[src/rtl/bcd_to_binary.sv]
// ============================================================================
// Module   : bcd_to_binary
// Brief    : Sequential 3-digit BCD to 10-bit binary converter using reverse
//            double-dabble (shift right, then -3 on nibbles >= 8), 10 steps.
//            Optional macro BCD_TO_BINARY_RANGE_CHECK_EN flags digits > 9.
// Revision : 1.0  initial release
// ============================================================================
`default_nettype none

module bcd_to_binary (
  input  logic       clk,
  input  logic       rst_n,
  input  logic       start,
  input  logic [3:0] hundreds,
  input  logic [3:0] tens,
  input  logic [3:0] ones,
  output logic [9:0] binary,
  output logic       busy,
  output logic       done,
  output logic       err
);

  typedef enum logic [1:0] {
    IDLE   = 2'd0,
    SHIFT  = 2'd1,
    FINISH = 2'd2
  } state_t;

  localparam logic [3:0] C_LAST_ITER = 4'd9;

  state_t      state_q, state_d;
  logic [11:0] bcd_q, bcd_d;
  logic [9:0]  bin_q, bin_d;
  logic [9:0]  binary_q, binary_d;
  logic [3:0]  cnt_q, cnt_d;
  logic        busy_q, busy_d;
  logic        done_q, done_d;
  logic        err_q, err_d;
  logic        bad_q, bad_d;

  logic [21:0] w_shifted;
  logic [11:0] w_bcd_fixed;
  logic        w_digit_bad;

`ifdef BCD_TO_BINARY_RANGE_CHECK_EN
  assign w_digit_bad = (hundreds > 4'd9) || (tens > 4'd9) || (ones > 4'd9);
`else
  assign w_digit_bad = 1'b0;
`endif

  // One reverse double-dabble step: shift right, then pull each nibble
  // that received a carried-in half-ten (>= 8) back down by 3.
  always_comb begin
    w_shifted   = {bcd_q, bin_q} >> 1;
    w_bcd_fixed = w_shifted[21:10];
    for (int i = 0; i < 3; i++) begin
      if (w_shifted[10 + i*4 +: 4] >= 4'd8) begin
        w_bcd_fixed[i*4 +: 4] = w_shifted[10 + i*4 +: 4] - 4'd3;
      end
    end
  end

  always_comb begin
    state_d  = state_q;
    bcd_d    = bcd_q;
    bin_d    = bin_q;
    binary_d = binary_q;
    cnt_d    = cnt_q;
    busy_d   = busy_q;
    done_d   = 1'b0;
    err_d    = err_q;
    bad_d    = bad_q;

    case (state_q)
      IDLE: begin
        if (start) begin
          bcd_d   = {hundreds, tens, ones};
          bin_d   = 10'd0;
          cnt_d   = 4'd0;
          busy_d  = 1'b1;
          bad_d   = w_digit_bad;
          state_d = w_digit_bad ? FINISH : SHIFT;
        end
      end

      SHIFT: begin
        bcd_d = w_bcd_fixed;
        bin_d = w_shifted[9:0];
        cnt_d = cnt_q + 4'd1;
        if (cnt_q == C_LAST_ITER) begin
          state_d = FINISH;
        end
      end

      FINISH: begin
        binary_d = bad_q ? 10'd0 : bin_q;
        err_d    = bad_q;
        done_d   = 1'b1;
        busy_d   = 1'b0;
        state_d  = IDLE;
      end

      default: begin
        state_d = IDLE;
        busy_d  = 1'b0;
      end
    endcase
  end

  always_ff @(posedge clk or negedge rst_n) begin
    if (!rst_n) begin
      state_q  <= IDLE;
      bcd_q    <= 12'd0;
      bin_q    <= 10'd0;
      binary_q <= 10'd0;
      cnt_q    <= 4'd0;
      busy_q   <= 1'b0;
      done_q   <= 1'b0;
      err_q    <= 1'b0;
      bad_q    <= 1'b0;
    end else begin
      state_q  <= state_d;
      bcd_q    <= bcd_d;
      bin_q    <= bin_d;
      binary_q <= binary_d;
      cnt_q    <= cnt_d;
      busy_q   <= busy_d;
      done_q   <= done_d;
      err_q    <= err_d;
      bad_q    <= bad_d;
    end
  end

  assign binary = binary_q;
  assign busy   = busy_q;
  assign done   = done_q;
  assign err    = err_q;

endmodule

`default_nettype wire

[config.mk]
export PLATFORM = sky130hd
export DESIGN_NAME = bcd_to_binary
export DESIGN_NICKNAME = d
export VERILOG_FILES = /design/src/rtl/bcd_to_binary.sv
export SDC_FILE = /design/constraint.sdc
export NUM_CORES = 1
export LEC_CHECK = 0
export ABC_CLOCK_PERIOD_IN_PS = 1800
export BUFFER_PORTS_ARGS = -buffer_cell sky130_fd_sc_hd__buf_2
export CORE_ASPECT_RATIO = 0.9
export CORE_UTILIZATION = 35
export CTS_BUF_LIST = sky130_fd_sc_hd__clkbuf_4
export CTS_CLUSTER_SIZE = 20
export DETAILED_ROUTE_END_ITERATION = 10
export MAX_ROUTING_LAYER = met4
export PLACE_DENSITY = 0.61
export SYNTH_ARGS = -nofsm -noshare
export SYNTH_HDL_FRONTEND = slang
export SYNTH_SLANG_ARGS = --single-unit
[constraint.sdc]
create_clock -name clk -period 1.8 [get_ports clk]
set_clock_uncertainty 0.15 [all_clocks]
set_input_delay 0.09 -clock clk [delete_from_list [all_inputs] [get_ports clk]]
set_output_delay 0.09 -clock clk [all_outputs]
set_load 0.05 [all_outputs]
==> flow_summary.yaml <==
power_and_ir_drop:
  power_density_nw_per_um2: 1640
  peakVddDrop_v: 0.000466
  p_leak_nw: 1.07
detailed_routing:
  dr.first_iter.drc_count: 70
  postRouteAntennaNets: 0
  drtPass1Iterations: 4
  vias: 1316
  drc: 0
  wire_per_inst_um: 13.7
  avgViaCountPerCell: 4.98
  drt_wl_total_mm: 3.62
place:
  io_buffer_count: 26
  place_congestion: 0.758
  post-dp-hpwl_mm: 2.45
setup_path:
  critPathMaxFanout: 11
  cp_slowest_cell: "nor2b_1"
  arrival_ps: 1670
  critPathCaptureType: "flop"
  ff2ff_path_depth: 3
  r2r-end: "cnt_q[3]"
  rr_startpoint: "state_q[1]"
  critical_path_required_ps: 1920
  max_stage_delay_ps: 560
  worst-setup-path-type: "reg2reg"
  ff2ff_setup_slack_ps: 250
  path_cells: "nor2b_1 -> a41oi_1 -> a31oi_1"
  start_kind: "flop"
clocking:
  cts_hold_buf: 11
  root_buffer: "clkbuf_4"
  cts_setup_buffers: 0
  htreeDepth: 2
  clockBufferDepth: 2
  cts.repair.resized: 0
  clk_pin_slew_ps: 120
  cts_tree: "built"
  insertion_delay_ps: 340
  cts_made_buffers: 5
  clock_sinks: 40
finish:
  layout.nets: 220
  drive_above_1_share_pct: 25.6
  multi_input_area_um2: 731
  area_growth_pct: 19.9
  n_antenna_cell: 0
  fill_cells: 481
  area.sequential_um2: 1000
  layout_commonest_cell: "dfrtp_1"
  layout_common_cells: "40 x dfrtp_1, 26 x buf_2, 12 x a21oi_1"
worst_hold_path:
  min-delay-start: "ones[3]"
  hold_depth: 4
  min_path_type: "in2reg"
  whs_endpoint: "bcd_q[3]"
sta:
  slew_headroom_pct: 53.2
  rsz0062_at_grt: "no"
  fmax_mhz: 645
  maxSlewViolCount: 0
  post-route-period-util_pct: 86.1
  fin_tns_setup_ps: 0
  final-setup-viol-count: 0
  fin_hold_ws_ps: 39.8
  timing_hold_violations_final: 0
  tightest_slew_ps: 701
  min_period_ps: 1550
grt:
  track_usage_pct: 15.5
  antenna_found_initial: 0
  grt_overflow: 0
  grt_max_degree: 23
  grt_pass1_wl_mm: 6.37
  grt_pass1_vias: 1356
floorplanning:
  start_util_pct: 37.2
  die_area_um2: 5520
  pin_count: 28
  die_y_um: 70.6
  core_um2: 4920
  row_count: 24
  die_x_um: 78.2
yosys:
  synth.distinct_cells: 29
  synth-seq-area-share_pct: 54.7
  ys_ff_latch: 40
  synth_warnings: 0
  syn_nets: 180
  synth.avg_cell_area_um2: 11.5
  syn_inst: 159
  synth_area_um2: 1830
status:
  status: "finished, final reports clean"
flow_run:
  cap_violations: 0
[metrics by stage]
| step | setup WS [ps] | total power [mW] | instance area (µm²) | utilization [%] | std cells |
|---|---|---|---|---|---|
| 6_report | 250 | 3.60 | 2190 | 44.6 | 264 |
| 3_3_place_gp | 329 | 3.15 | 2030 | 41.3 | 246 |
| 2_1_floorplan | 404 | 2.81 | 1830 | - | 159 |
| 4_1_cts | 262 | 3.65 | 2190 | 44.6 | 264 |
| 5_1_grt | 101 | 3.92 | 2190 | 44.6 | 264 |
| 3_5_place_dp | 288 | 3.19 | 2030 | 41.3 | 246 |
[worst max-delay path, delay by kind of cell, from the launching register on]
family / cells / cell delay, ps
and+or+nand+nor: 1 / 560
DFF: 1 / 400
AOI/OAI and AO/OA: 2 / 370
[final cells by class]
| class | count | area share [%] |
|---|---|---|
| sequential | 40 | 45.6 |
| multi-input combinational | 100 | 33.3 |
| timing repair buffer | 43 | 13.6 |
| tap | 65 | 3.71 |
| clock buffer | 5 | 1.71 |
| inverter | 9 | 1.54 |
| clock inverter | 2 | 0.570 |
[Yosys cell counts]
cell type	n	area (µm²)
nor2_1	6	22.5
mux2i_1	2	20.0
o22a_1	2	17.5
clkbuf_2	1	5.00
xor2_1	2	17.5
nor4bb_1	1	10.0
dfrtp_1	40	1000
a21oi_1	12	60.1
o221ai_1	2	17.5
mux2_2	11	124
o21bai_4	1	18.8
buf_4	6	45.0
nor2b_1	5	31.3
a22o_1	10	87.6
ha_1	6	75.1
o22ai_1	11	68.8
o21ai_0	4	20.0
inv_1	9	33.8
nand3_1	3	15.0
a41oi_1	1	8.76
nand2_1	9	33.8
conb_1	1	3.75
nand2b_1	4	25.0
nor3_1	1	5.00
buf_2	3	15.0
o31ai_1	1	7.51
xnor2_1	2	17.5
a31oi_1	1	6.26
a2bb2oi_1	2	17.5
[power by group]
group / internal [mW] / total [mW] / switching (mW)
Clock: 0.143 / 0.427 / 0.285
Sequential: 1.27 / 1.59 / 0.318
Combinational: 0.681 / 1.59 / 0.906
Total: 2.09 / 3.60 / 1.51
[state kept, by name, indices dropped and copies added (netlist names)]
signal,flops
bin_q,10
busy,1
binary,10
done,1
bcd_q,12
state_q,2
cnt_q,4
[how the worst max path moves through the flow]
stage	startpoint	endpoint	slack, ps
after floorplan	bcd_q[1]	bcd_q[1]	400
after global placement	state_q[1]	cnt_q[3]	330
after detailed placement	state_q[1]	cnt_q[3]	290
after CTS	state_q[1]	cnt_q[3]	260
after global routing	state_q[1]	cnt_q[3]	100
final	state_q[1]	cnt_q[3]	250
[metal layers]
metal	wire length [µm]	global-route usage, %	vias to the layer above	part of all wire (%)
li1	-	-	648	-
met1	1830	21.1	651	51
met2	1670	22.0	15	46
met3	79	3.87	2	2.2
met4	40	6.79	0	1.1
met5	0	-	-	0
[cells by family after synthesis]
kind of cell / count (synthesis) / synth area share, %
other: 1 / 0.205
adder cells (fa/ha/maj): 6 / 4.10
AND/OR/NAND/NOR: 29 / 7.79
buffers and inverters: 19 / 5.40
multiplexers: 13 / 7.86
XOR/XNOR: 4 / 1.91
flip-flops: 40 / 54.7
AO/OA/AOI/OAI: 47 / 18.0
No activity file was read; power rests on OpenSTA's default activity.
